### src/rtl/ascon_bdi_packer_pkg.sv
// +----------------------------------------------------------------------+
// | ascon_bdi_packer_pkg: shared word geometry, segment type codes and   |
// | pack-register state encoding for the Ascon bdi byte packer.          |
// | Revision: 1.0                                                        |
// +----------------------------------------------------------------------+
`default_nettype none

package ascon_bdi_packer_pkg;

    localparam int CCW   = 32;
    localparam int CCWD8 = CCW / 8;

    localparam logic [3:0] D_NONCE = 4'h1;
    localparam logic [3:0] D_AD    = 4'h2;
    localparam logic [3:0] D_MSG   = 4'h4;
    localparam logic [3:0] D_TAG   = 4'h8;

    typedef enum logic [1:0] {
        EMPTY = 2'd0,
        PART  = 2'd1,
        FULL  = 2'd2
    } pack_st_t;

endpackage

`default_nettype wire

### src/rtl/ascon_bdi_packer_if.sv
// +----------------------------------------------------------------------+
// | ascon_bdi_packer_if: byte-stream input and packed bdi word output    |
// | of the packer. slave = packer view, master = environment view.       |
// | Revision: 1.0                                                        |
// +----------------------------------------------------------------------+
`default_nettype none

interface ascon_bdi_packer_if #(
    parameter int CCW = 32
) ();
    logic [7:0]       s_data;
    logic             s_valid;
    logic             s_ready;
    logic [3:0]       s_type;
    logic             s_eot;
    logic             s_eoi;

    logic [CCW-1:0]   bdi;
    logic [CCW/8-1:0] bdi_valid;
    logic             bdi_ready;
    logic [3:0]       bdi_type;
    logic             bdi_eot;
    logic             bdi_eoi;

    modport slave (
        input  s_data, s_valid, s_type, s_eot, s_eoi,
        output s_ready,
        output bdi, bdi_valid, bdi_type, bdi_eot, bdi_eoi,
        input  bdi_ready
    );

    modport master (
        output s_data, s_valid, s_type, s_eot, s_eoi,
        input  s_ready,
        input  bdi, bdi_valid, bdi_type, bdi_eot, bdi_eoi,
        output bdi_ready
    );
endinterface

`default_nettype wire

### src/rtl/ascon_word_reg.sv
// +----------------------------------------------------------------------+
// | ascon_word_reg: valid/ready output register holding one packed word  |
// | with byte mask, type, eot and eoi. Valid is a non-zero mask.         |
// | Revision: 1.0                                                        |
// +----------------------------------------------------------------------+
`default_nettype none

module ascon_word_reg #(
    parameter int CCW = 32
) (
    input  logic             clk,
    input  logic             rst_n,
    input  logic             load,
    input  logic [CCW-1:0]   load_data,
    input  logic [CCW/8-1:0] load_mask,
    input  logic [3:0]       load_type,
    input  logic             load_eot,
    input  logic             load_eoi,
    input  logic             ready,
    output logic             free,
    output logic [CCW-1:0]   data,
    output logic [CCW/8-1:0] mask,
    output logic [3:0]       word_type,
    output logic             eot,
    output logic             eoi
);

    // Free when empty or when the held word is handed off this cycle.
    assign free = ~(|mask) | ready;

    always_ff @(posedge clk or negedge rst_n) begin
        if (!rst_n) begin
            data      <= '0;
            mask      <= '0;
            word_type <= '0;
            eot       <= 1'b0;
            eoi       <= 1'b0;
        end else if (load) begin
            data      <= load_data;
            mask      <= load_mask;
            word_type <= load_type;
            eot       <= load_eot;
            eoi       <= load_eoi;
        end else if ((|mask) && ready) begin
            data      <= '0;
            mask      <= '0;
            word_type <= '0;
            eot       <= 1'b0;
            eoi       <= 1'b0;
        end
    end

endmodule

`default_nettype wire

### src/rtl/ascon_bdi_packer.sv
// +----------------------------------------------------------------------+
// | ascon_bdi_packer: packs a typed byte stream into CCW-bit bdi words.  |
// | Optional ASCON_PACKER_CNT_EN adds the 16-bit byte_cnt output.        |
// | Revision: 1.0                                                        |
// +----------------------------------------------------------------------+
`default_nettype none

module ascon_bdi_packer
    import ascon_bdi_packer_pkg::*;
#(
    parameter int CCW = ascon_bdi_packer_pkg::CCW
) (
    input  logic                clk,
    input  logic                rst_n,
    ascon_bdi_packer_if.slave   bus,
`ifdef ASCON_PACKER_CNT_EN
    output logic [15:0]         byte_cnt,
`endif
    output logic                err
);

    localparam int CCWD8 = CCW / 8;
    localparam int CW    = $clog2(CCWD8 + 1);

    pack_st_t         state, state_nx;
    logic [CCW-1:0]   pdata, pdata_nx, wdata, ld_data;
    logic [CW-1:0]    pcnt, pcnt_nx, wcnt, ld_cnt;
    logic [3:0]       ptype, ptype_nx, wtype, ld_type;
    logic             peot, peot_nx, peoi, peoi_nx, ld_eot, ld_eoi;
    logic             err_r, err_nx;
    logic             ld, free, type_chg, accept;
    logic [CCWD8-1:0] ld_mask;

    assign type_chg    = (state == PART) && bus.s_valid && (bus.s_type != ptype);
    assign bus.s_ready = rst_n && (state != FULL) && !type_chg;
    assign accept      = bus.s_valid && bus.s_ready;
    assign err         = err_r;

    always_ff @(posedge clk or negedge rst_n) begin
        if (!rst_n) state <= EMPTY;
        else        state <= state_nx;
    end

    always_ff @(posedge clk or negedge rst_n) begin
        if (!rst_n) begin
            pdata <= '0;
            pcnt  <= '0;
            ptype <= '0;
            peot  <= 1'b0;
            peoi  <= 1'b0;
            err_r <= 1'b0;
        end else begin
            pdata <= pdata_nx;
            pcnt  <= pcnt_nx;
            ptype <= ptype_nx;
            peot  <= peot_nx;
            peoi  <= peoi_nx;
            err_r <= err_nx;
        end
    end

    always_comb begin
        state_nx = state;
        pdata_nx = pdata;
        pcnt_nx  = pcnt;
        ptype_nx = ptype;
        peot_nx  = peot;
        peoi_nx  = peoi;
        err_nx   = err_r;
        ld       = 1'b0;
        ld_data  = pdata;
        ld_cnt   = pcnt;
        ld_type  = ptype;
        ld_eot   = peot;
        ld_eoi   = peoi;
        wdata    = pdata;
        for (int i = 0; i < CCWD8; i++) begin
            if (i == int'(pcnt)) wdata[8*i +: 8] = bus.s_data;
        end
        wcnt  = pcnt + 1'b1;
        wtype = (state == EMPTY) ? bus.s_type : ptype;

        case (state)
            FULL: begin
                if (free) begin
                    ld       = 1'b1;
                    state_nx = EMPTY;
                end
            end
            default: begin
                if (type_chg) begin
                    // Close the held word as end-of-segment; the new-type byte waits a cycle.
                    err_nx  = 1'b1;
                    ld_eot  = 1'b1;
                    ld_eoi  = 1'b0;
                    peot_nx = 1'b1;
                    peoi_nx = 1'b0;
                    if (free) begin
                        ld       = 1'b1;
                        state_nx = EMPTY;
                    end else begin
                        state_nx = FULL;
                    end
                end else if (accept) begin
                    if (bus.s_eoi && !bus.s_eot) err_nx = 1'b1;
                    ld_data  = wdata;
                    ld_cnt   = wcnt;
                    ld_type  = wtype;
                    ld_eot   = bus.s_eot;
                    ld_eoi   = bus.s_eot && bus.s_eoi;
                    pdata_nx = wdata;
                    pcnt_nx  = wcnt;
                    ptype_nx = wtype;
                    peot_nx  = ld_eot;
                    peoi_nx  = ld_eoi;
                    if ((wcnt == CW'(CCWD8)) || bus.s_eot) begin
                        if (free) begin
                            ld       = 1'b1;
                            state_nx = EMPTY;
                        end else begin
                            state_nx = FULL;
                        end
                    end else begin
                        state_nx = PART;
                    end
                end
            end
        endcase

        // Anything handed to the output leaves the pack register clean for the next word.
        if (ld) begin
            pdata_nx = '0;
            pcnt_nx  = '0;
            ptype_nx = '0;
            peot_nx  = 1'b0;
            peoi_nx  = 1'b0;
        end

        for (int i = 0; i < CCWD8; i++) begin
            ld_mask[i] = (i < int'(ld_cnt));
        end
    end

    ascon_word_reg #(.CCW(CCW)) u_word_reg (
        .clk       (clk),
        .rst_n     (rst_n),
        .load      (ld),
        .load_data (ld_data),
        .load_mask (ld_mask),
        .load_type (ld_type),
        .load_eot  (ld_eot),
        .load_eoi  (ld_eoi),
        .ready     (bus.bdi_ready),
        .free      (free),
        .data      (bus.bdi),
        .mask      (bus.bdi_valid),
        .word_type (bus.bdi_type),
        .eot       (bus.bdi_eot),
        .eoi       (bus.bdi_eoi)
    );

`ifdef ASCON_PACKER_CNT_EN
    logic eoi_hs;
    assign eoi_hs = (|bus.bdi_valid) && bus.bdi_ready && bus.bdi_eoi;

    always_ff @(posedge clk or negedge rst_n) begin
        if (!rst_n) begin
            byte_cnt <= '0;
        end else if (eoi_hs) begin
            byte_cnt <= accept ? 16'd1 : 16'd0;
        end else if (accept && (byte_cnt != 16'hFFFF)) begin
            byte_cnt <= byte_cnt + 16'd1;
        end
    end
`endif

endmodule

`default_nettype wire
### src/flat_wrapper.sv
// flat-port wrapper written by rule: the top's interface ports become plain ports
module ascon_bdi_packer_flat import ascon_bdi_packer_pkg::*;
#(
    parameter int CCW = ascon_bdi_packer_pkg::CCW
)
  (clk, rst_n, err, bus_s_data, bus_s_valid, bus_s_type, bus_s_eot, bus_s_eoi, bus_s_ready, bus_bdi, bus_bdi_valid, bus_bdi_type, bus_bdi_eot, bus_bdi_eoi, bus_bdi_ready);
  ascon_bdi_packer_if #(.CCW(CCW)) bus_i ();
  input  logic clk;
  input  logic rst_n;
  output logic err;
  input wire logic [$bits(bus_i.s_data)-1:0] bus_s_data;
  input wire logic [$bits(bus_i.s_valid)-1:0] bus_s_valid;
  input wire logic [$bits(bus_i.s_type)-1:0] bus_s_type;
  input wire logic [$bits(bus_i.s_eot)-1:0] bus_s_eot;
  input wire logic [$bits(bus_i.s_eoi)-1:0] bus_s_eoi;
  output wire logic [$bits(bus_i.s_ready)-1:0] bus_s_ready;
  output wire logic [$bits(bus_i.bdi)-1:0] bus_bdi;
  output wire logic [$bits(bus_i.bdi_valid)-1:0] bus_bdi_valid;
  output wire logic [$bits(bus_i.bdi_type)-1:0] bus_bdi_type;
  output wire logic [$bits(bus_i.bdi_eot)-1:0] bus_bdi_eot;
  output wire logic [$bits(bus_i.bdi_eoi)-1:0] bus_bdi_eoi;
  input wire logic [$bits(bus_i.bdi_ready)-1:0] bus_bdi_ready;
  assign bus_i.s_data = bus_s_data;
  assign bus_i.s_valid = bus_s_valid;
  assign bus_i.s_type = bus_s_type;
  assign bus_i.s_eot = bus_s_eot;
  assign bus_i.s_eoi = bus_s_eoi;
  assign bus_s_ready = bus_i.s_ready;
  assign bus_bdi = bus_i.bdi;
  assign bus_bdi_valid = bus_i.bdi_valid;
  assign bus_bdi_type = bus_i.bdi_type;
  assign bus_bdi_eot = bus_i.bdi_eot;
  assign bus_bdi_eoi = bus_i.bdi_eoi;
  assign bus_i.bdi_ready = bus_bdi_ready;
  ascon_bdi_packer #(.CCW(CCW)) u_core (.clk(clk), .rst_n(rst_n), .bus(bus_i), .err(err));
endmodule
### config.mk
export PLATFORM = sky130hd
export DESIGN_NAME = ascon_bdi_packer_flat
export DESIGN_NICKNAME = d
export VERILOG_FILES = /design/src/rtl/ascon_bdi_packer_pkg.sv /design/src/rtl/ascon_bdi_packer_if.sv /design/src/rtl/ascon_word_reg.sv /design/src/rtl/ascon_bdi_packer.sv /design/src/flat_wrapper.sv
export SDC_FILE = /design/constraint.sdc
export NUM_CORES = 1
export LEC_CHECK = 0
export ABC_AREA = 1
export BUFFER_PORTS_ARGS = -buffer_cell sky130_fd_sc_hd__buf_2
export CAP_MARGIN = 20
export CORE_MARGIN = 8
export CORE_UTILIZATION = 25
export CTS_CLUSTER_SIZE = 40
export DETAILED_ROUTE_END_ITERATION = 16
export PLACE_DENSITY = 0.38
export SYNTH_ARGS = -nofsm -noshare
export SYNTH_HDL_FRONTEND = slang
export SYNTH_SLANG_ARGS = --single-unit
### constraint.sdc
create_clock -name clk -period 4.2 [get_ports clk]
set_input_delay 0.63 -clock clk [delete_from_list [all_inputs] [get_ports clk]]
set_output_delay 0.63 -clock clk [all_outputs]
set_load 0.03 [all_outputs]
== Yosys cells after proc, flatten, opt, wreduce, memory -nomap -nowiden ==
Cells that the tools add are included.

* Mux-type cells: 47
* $add $sub $neg: 1
* Reductions and logical operators: 20
* $lt $le $gt $ge: 4
* Equal/unequal tests: 9
* Bitwise logic cells: 3

{| class="wikitable"
|+ Operators with widths
! kind !! count
|-
| $mux W32 || 6
|-
| $mux W4 || 8
|-
| $mux W8 || 4
|-
| $mux W1 || 19
|-
| $mux W2 || 6
|-
| $mux W3 || 4
|-
| $logic_and A1 B1 Y1 || 8
|-
| $eq A3 B3 Y1 const A || 2
|-
| $lt A1 B3 Y1 const A || 2
|-
| $lt A2 B3 Y1 const A || 2
|-
| $reduce_bool A2 Y1 || 3
|-
| $ne A4 B4 Y1 || 1
|-
| $reduce_or A4 Y1 || 1
|-
| $add A3 B1 Y3 const B || 1
|-
| $eq A2 B3 Y1 const A || 1
|-
| $eq A3 B3 Y1 const B || 1
|-
| $logic_not A3 Y1 || 1
|-
| $reduce_and A3 Y1 || 1
|-
| $reduce_bool A3 Y1 || 1
|-
| $eq A2 B1 Y1 const B || 1
|-
| $eq A2 B2 Y1 const B || 1
|-
| $logic_not A1 Y1 || 2
|-
| $logic_not A2 Y1 || 1
|-
| $ne A2 B1 Y1 const B || 1
|-
| other kinds (5) || 6
|}

* Input port bits: 18
* Logic and storage cells: 96
* Register bits: 86

== Depth between registers and ports, before layout ==
* Word-level depth: 11
* Gate-level depth with buffers: 14
* Depth with buffers taken out: 12

== Modules after synthesis ==
A second synthesis with hierarchy kept.

* Cell total of the unflattened synthesis: 651
* Area total of the unflattened synthesis: 4692.0 um2

{| class="wikitable"
|+ Modules (own cells, without submodules)
! module !! cells each !! instances !! area each (um2)
|-
| ascon_bdi_packer || 463 || 1 || 2925.3
|-
| ascon_word_reg || 188 || 1 || 1766.7
|}

== Worst setup path before layout ==
OpenSTA, ideal clock, no wires.

* Kind: input-to-output
* From: input port bus_s_type[1]
* To: output port bus_s_ready
* Stages on the path: 7
* Data required time: 3570 ps
* Buffers on the path: 1
* Setup slack: 2059 ps
* Data arrival time: 1511 ps
* Path through: inv_1 > nand2_1 > nand2_1 > nor2_1 > nand2_1 > a21oi_1 > buf_2

* Word-level cells in the longest chain between the ends: 4

{| class="wikitable"
|+ Ends and longest elaborated chain
! item !! RTL line !! RTL
|-
| start, declared || flat_wrapper.sv:13 || <nowiki>input wire logic [$bits(bus_i.s_type)-1:0] bus_s_type;</nowiki>
|-
| $ne A4 B4 Y1 || ascon_bdi_packer.sv:34 || <nowiki>assign type_chg = (state == PART) && bus.s_valid && (bus.s_type != ptype);</nowiki>
|-
| $logic_and A1 B1 Y1 || ascon_bdi_packer.sv:34 ||
|-
| $logic_not A1 Y1 || ascon_bdi_packer.sv:35 || <nowiki>assign bus.s_ready = rst_n && (state != FULL) && !type_chg;</nowiki>
|-
| $logic_and A1 B1 Y1 || ascon_bdi_packer.sv:35 ||
|-
| end, declared || flat_wrapper.sv:16 || <nowiki>output wire logic [$bits(bus_i.s_ready)-1:0] bus_s_ready;</nowiki>
|}

Every way passes these cells.

== Worst setup path after layout ==
* From: input port bus_s_valid
* To: register u_core.u_word_reg.mask[0]

* Word-level cells in the longest chain between the ends: 10
* Elaborated cells between the ends (all ways): 14

{| class="wikitable"
|+ Ends and longest elaborated chain
! item !! RTL line !! RTL
|-
| start, declared || flat_wrapper.sv:12 || <nowiki>input wire logic [$bits(bus_i.s_valid)-1:0] bus_s_valid;</nowiki>
|-
| $logic_and A1 B1 Y1 (2 in series) || ascon_bdi_packer.sv:34 ||
|-
| $logic_not A1 Y1 || ascon_bdi_packer.sv:35 ||
|-
| $logic_and A1 B1 Y1 || ascon_bdi_packer.sv:35 ||
|-
| $logic_and A1 B1 Y1 || ascon_bdi_packer.sv:36 || <nowiki>assign accept = bus.s_valid && bus.s_ready;</nowiki>
|-
| $mux W3 || ascon_bdi_packer.sv:104 || <nowiki>end else if (accept) begin</nowiki>
|-
| $mux W3 || ascon_bdi_packer.sv:91 || <nowiki>if (type_chg) begin</nowiki>
|-
| $mux W3 || ascon_bdi_packer.sv:83 || <nowiki>case (state)</nowiki>
|-
| $lt A1 B3 Y1 || ascon_bdi_packer.sv:140 || <nowiki>ld_mask[i] = (i < int'(ld_cnt));</nowiki>
|-
| $mux W4 || ascon_word_reg.sv:38 || <nowiki>end else if (load) begin</nowiki>
|-
| end signal, assigned || ascon_word_reg.sv:40 || <nowiki>mask <= load_mask;</nowiki>
|-
| end, declared || ascon_word_reg.sv:22 || <nowiki>output logic [CCW/8-1:0] mask,</nowiki>
|}

Several ways; a longest one is shown, not always the timed one.
A chain may end at the register's enable or synchronous reset.

==> summary.md <==
| Metric | Value |
|---|---|
| Outcome | finished, final reports clean |
| Port bufs | 61 |
| Final period util | 65.5% |
| Vias in the first global route | 3794 |
| Nets@finish | 591 |
| Min Hold Slack | 0.333 ns |
| Max Cap Viol | 0 |
| Number of vias per cell | 4.64 |
| Syn Area/Cell | between 8 and 9 sq um |
| Crit-path max FO | 31 |
| Seq cells post-synth | 86 |
| Resize count post-CTS | 0 |
| Total wire length | 12900 um |
| Reg area | 2150 sq um |
| Hold-fix buffer count after cts | 0 |
| Asr flop ratio synth | 100% |
| Routability cong. | roughly 0.74 |
| Fraction of layout cells with a size suffix above 1 | 17.5% |
| DIE WIDTH | approximately 150 um |
| Clock slew at reported path FFs | ~0.060 ns |
| GRT Util Overall | 12.7% |
| Total number of vias | 3672 |
| Hold Vio Cnt, Final | 0 |
| H-Tree Depth | 3 |
| Ys Warns | 0 |
| Critical Path Start Type | primary input |
| Die height | 146 um |
| CTS Buf Count | 9 |
| CTS max path bufs | 2 |
| Yosys top cell area share | 50.6% |
| Min Tclk post-route | approximately 2.8 ns |
| Synth cell types | 24 |
| Io pins | 62 |
| Worst setup margin | roughly 1.4 ns |
| Required time of the worst setup path | 4.42 ns |
| Antenna Nets Post-Route | 0 |
| Drt initial violations | 231 |
| Maximum VDD drop | 771 uV |
| Most frequent cell after synthesis | nand2_1 |
| Syn Nets | 545 |
| Slew Viols, Final | 0 |
| Mapped Cells | 521 |
| Final Setup Violations | 0 |
| Synthesis-to-layout area growth | 16.9% |
| PD cells | 776 nW/um^2 |
| GR Overflow Total | 0 |
| Initial Util | ~26% |
| Core area | 16600 sq um |
| CTS sink cnt | between 80 and 90 |
| Max Clk Rate | approximately 360 MHz |
| FILL cells | 1852 |
| Number of diodes | 0 |
| CTS Root Cell | clkbuf_16 |
| Top cells by area, synth | dfrtp_1 (51%), nand2_1 (11%), nand4_1 (6.3%) |
| Area of the multi-input gates | 1700 sq um |
| CP startpoint | bus_s_valid |
| Setup_tns | 0 ns |
| Slew HR | between 40% and 50% |
| RSZ-0062 raised after global routing | false |
| Die area | 21400 sq um |
| # DRC | 0 |
| Static Leak | between 0.002 and 0.003 uW |
| R2r worst-path depth | 9 |
| Postcts setup bufs | 0 |
| Clock skew | about 0.0064 ns |
| Worst r2r src | u_core.ptype[1] |
| CTS tree | done |
| CP endpoint kind | flip-flop |
| First-pass iteration count of the detailed router | 4 |
| Crit Path Class | primary input to flip-flop |
| Rows | 47 |
| Reg2reg setup slack | around 1.7 ns |
| Register area share after synthesis | 50.6% |
| Largest net degree at the start of global routing | 64 |
| Critical Path AT | 2.97 ns |
| Wire length of the first global-routing pass | 21700 um |
| Post-Synthesis Cell Area | 4250 sq um |
| Worst slack at placement | 1.09 ns |
| Post-synth top cells | nand2_1 (122), dfrtp_1 (86), inv_1 (53), nor2_1 (44), nand4_1 (43) |
| Most common flop cell mapped by yosys | dfrtp_1 |
| Antenna violations before repair | 0 |
| Worst min path class | primary input to asynchronous set/reset pin |
| HPWL Detailed | 8270 um |
| Worst Tran Pin Value | 0.878 ns |
| Synth area leader | dfrtp_1 |
| WL/cell | 16.2 um |
| Post-synth EDFFs | 0 |
| Clk Latency, worst-skew pair | between 0.3 and 0.4 ns |
| R2r endpoint | u_core.u_word_reg.data[30] |
cell usage in the layout (no fill, tap or decap), drive strengths merged:
master	Yosys	routed
mux2	8	8
clkbuf	12	11
inv	55	55
dfrtp	86	86
o21ai	79	79
and2	1	1
buf	22	69
a21oi	3	3
ha	6	6
nand2	124	124
nor2	44	44
nand3	36	36
clkinv	0	5
a21o	1	1
nor3	1	1
nand4	43	43
flip-flops by register name, summed over array words and instances, names as in the netlist:
name,flops
u_core.state,2
u_core.ptype,4
u_core.u_word_reg.eot,1
u_core.u_word_reg.eoi,1
u_core.pcnt,3
u_core.u_word_reg.word_type,4
u_core.u_word_reg.data,32
u_core.u_word_reg.mask,4
u_core.pdata,32
u_core.err,1
u_core.peot,1
u_core.peoi,1
layout make-up:
class,instances,area share [%]
clock inverter,5,0.503
tap,220,5.54
inverter,55,4.15
clock buffer,11,4.88
multi-input combinational,346,34.2
sequential,86,43.3
timing repair buffer,69,7.40
metal layers:
| metal | track usage, % | share of wire, % |
|---|---|---|
| met5 | 0 | 0 |
| met4 | 2.78 | 0.80 |
| met3 | 3.77 | 4.5 |
| met2 | 19.9 | 45 |
| met1 | 16.8 | 49 |
how the worst max path moves through the flow:
stage | end | slack, ns
after floorplan | bus_s_ready | 2.06
after global placement | u_core.u_word_reg.mask[0] | 1.19
after detailed placement | u_core.u_word_reg.mask[0] | 1.09
after CTS | u_core.u_word_reg.mask[0] | 1.44
after global routing | u_core.u_word_reg.mask[0] | 1.15
final | u_core.u_word_reg.mask[0] | 1.45
cells by family after synthesis:
kind of cell,Yosys count,synth area share [%]
muxes,8,2.12
buffers and inverters,89,9.36
and+or+nand+nor,249,26.2
AOI/OAI and AO/OA,83,9.91
DFF,86,50.6
adders and majority gates,6,1.77
critical path: stages:
cell and delay [ns]:
buf_2 0.48, inv_2 0.10, nor3_2 0.21, nand2_1 0.28, nand3_2 0.46, buf_4 0.35, nand2_1 0.08, nand2_1 0.11
nand2_1 0.09, nand2_1 0.08, nand3_1 0.08
per-stage QoR:
| stage | instance area, sq um | utilization (%) | instances | power, uW |
|---|---|---|---|---|
| floorplan | 4250 | - | 521 | 2670 |
| global placement | 4700 | 28.4 | 776 | 3140 |
| detailed placement | 4700 | 28.4 | 776 | 3160 |
| CTS | 4970 | 30.0 | 792 | 3930 |
| global route | 4970 | 30.0 | 792 | 4230 |
| finish | 4970 | 30.0 | 792 | 3860 |
report_power, final:
| part | switching (uW) | internal (uW) |
|---|---|---|
| Sequential | 139 | 1140 |
| Combinational | 1300 | 533 |
| Clock | 335 | 412 |
| Total | 1780 | 2080 |
No activity file was read; power rests on OpenSTA's default activity.
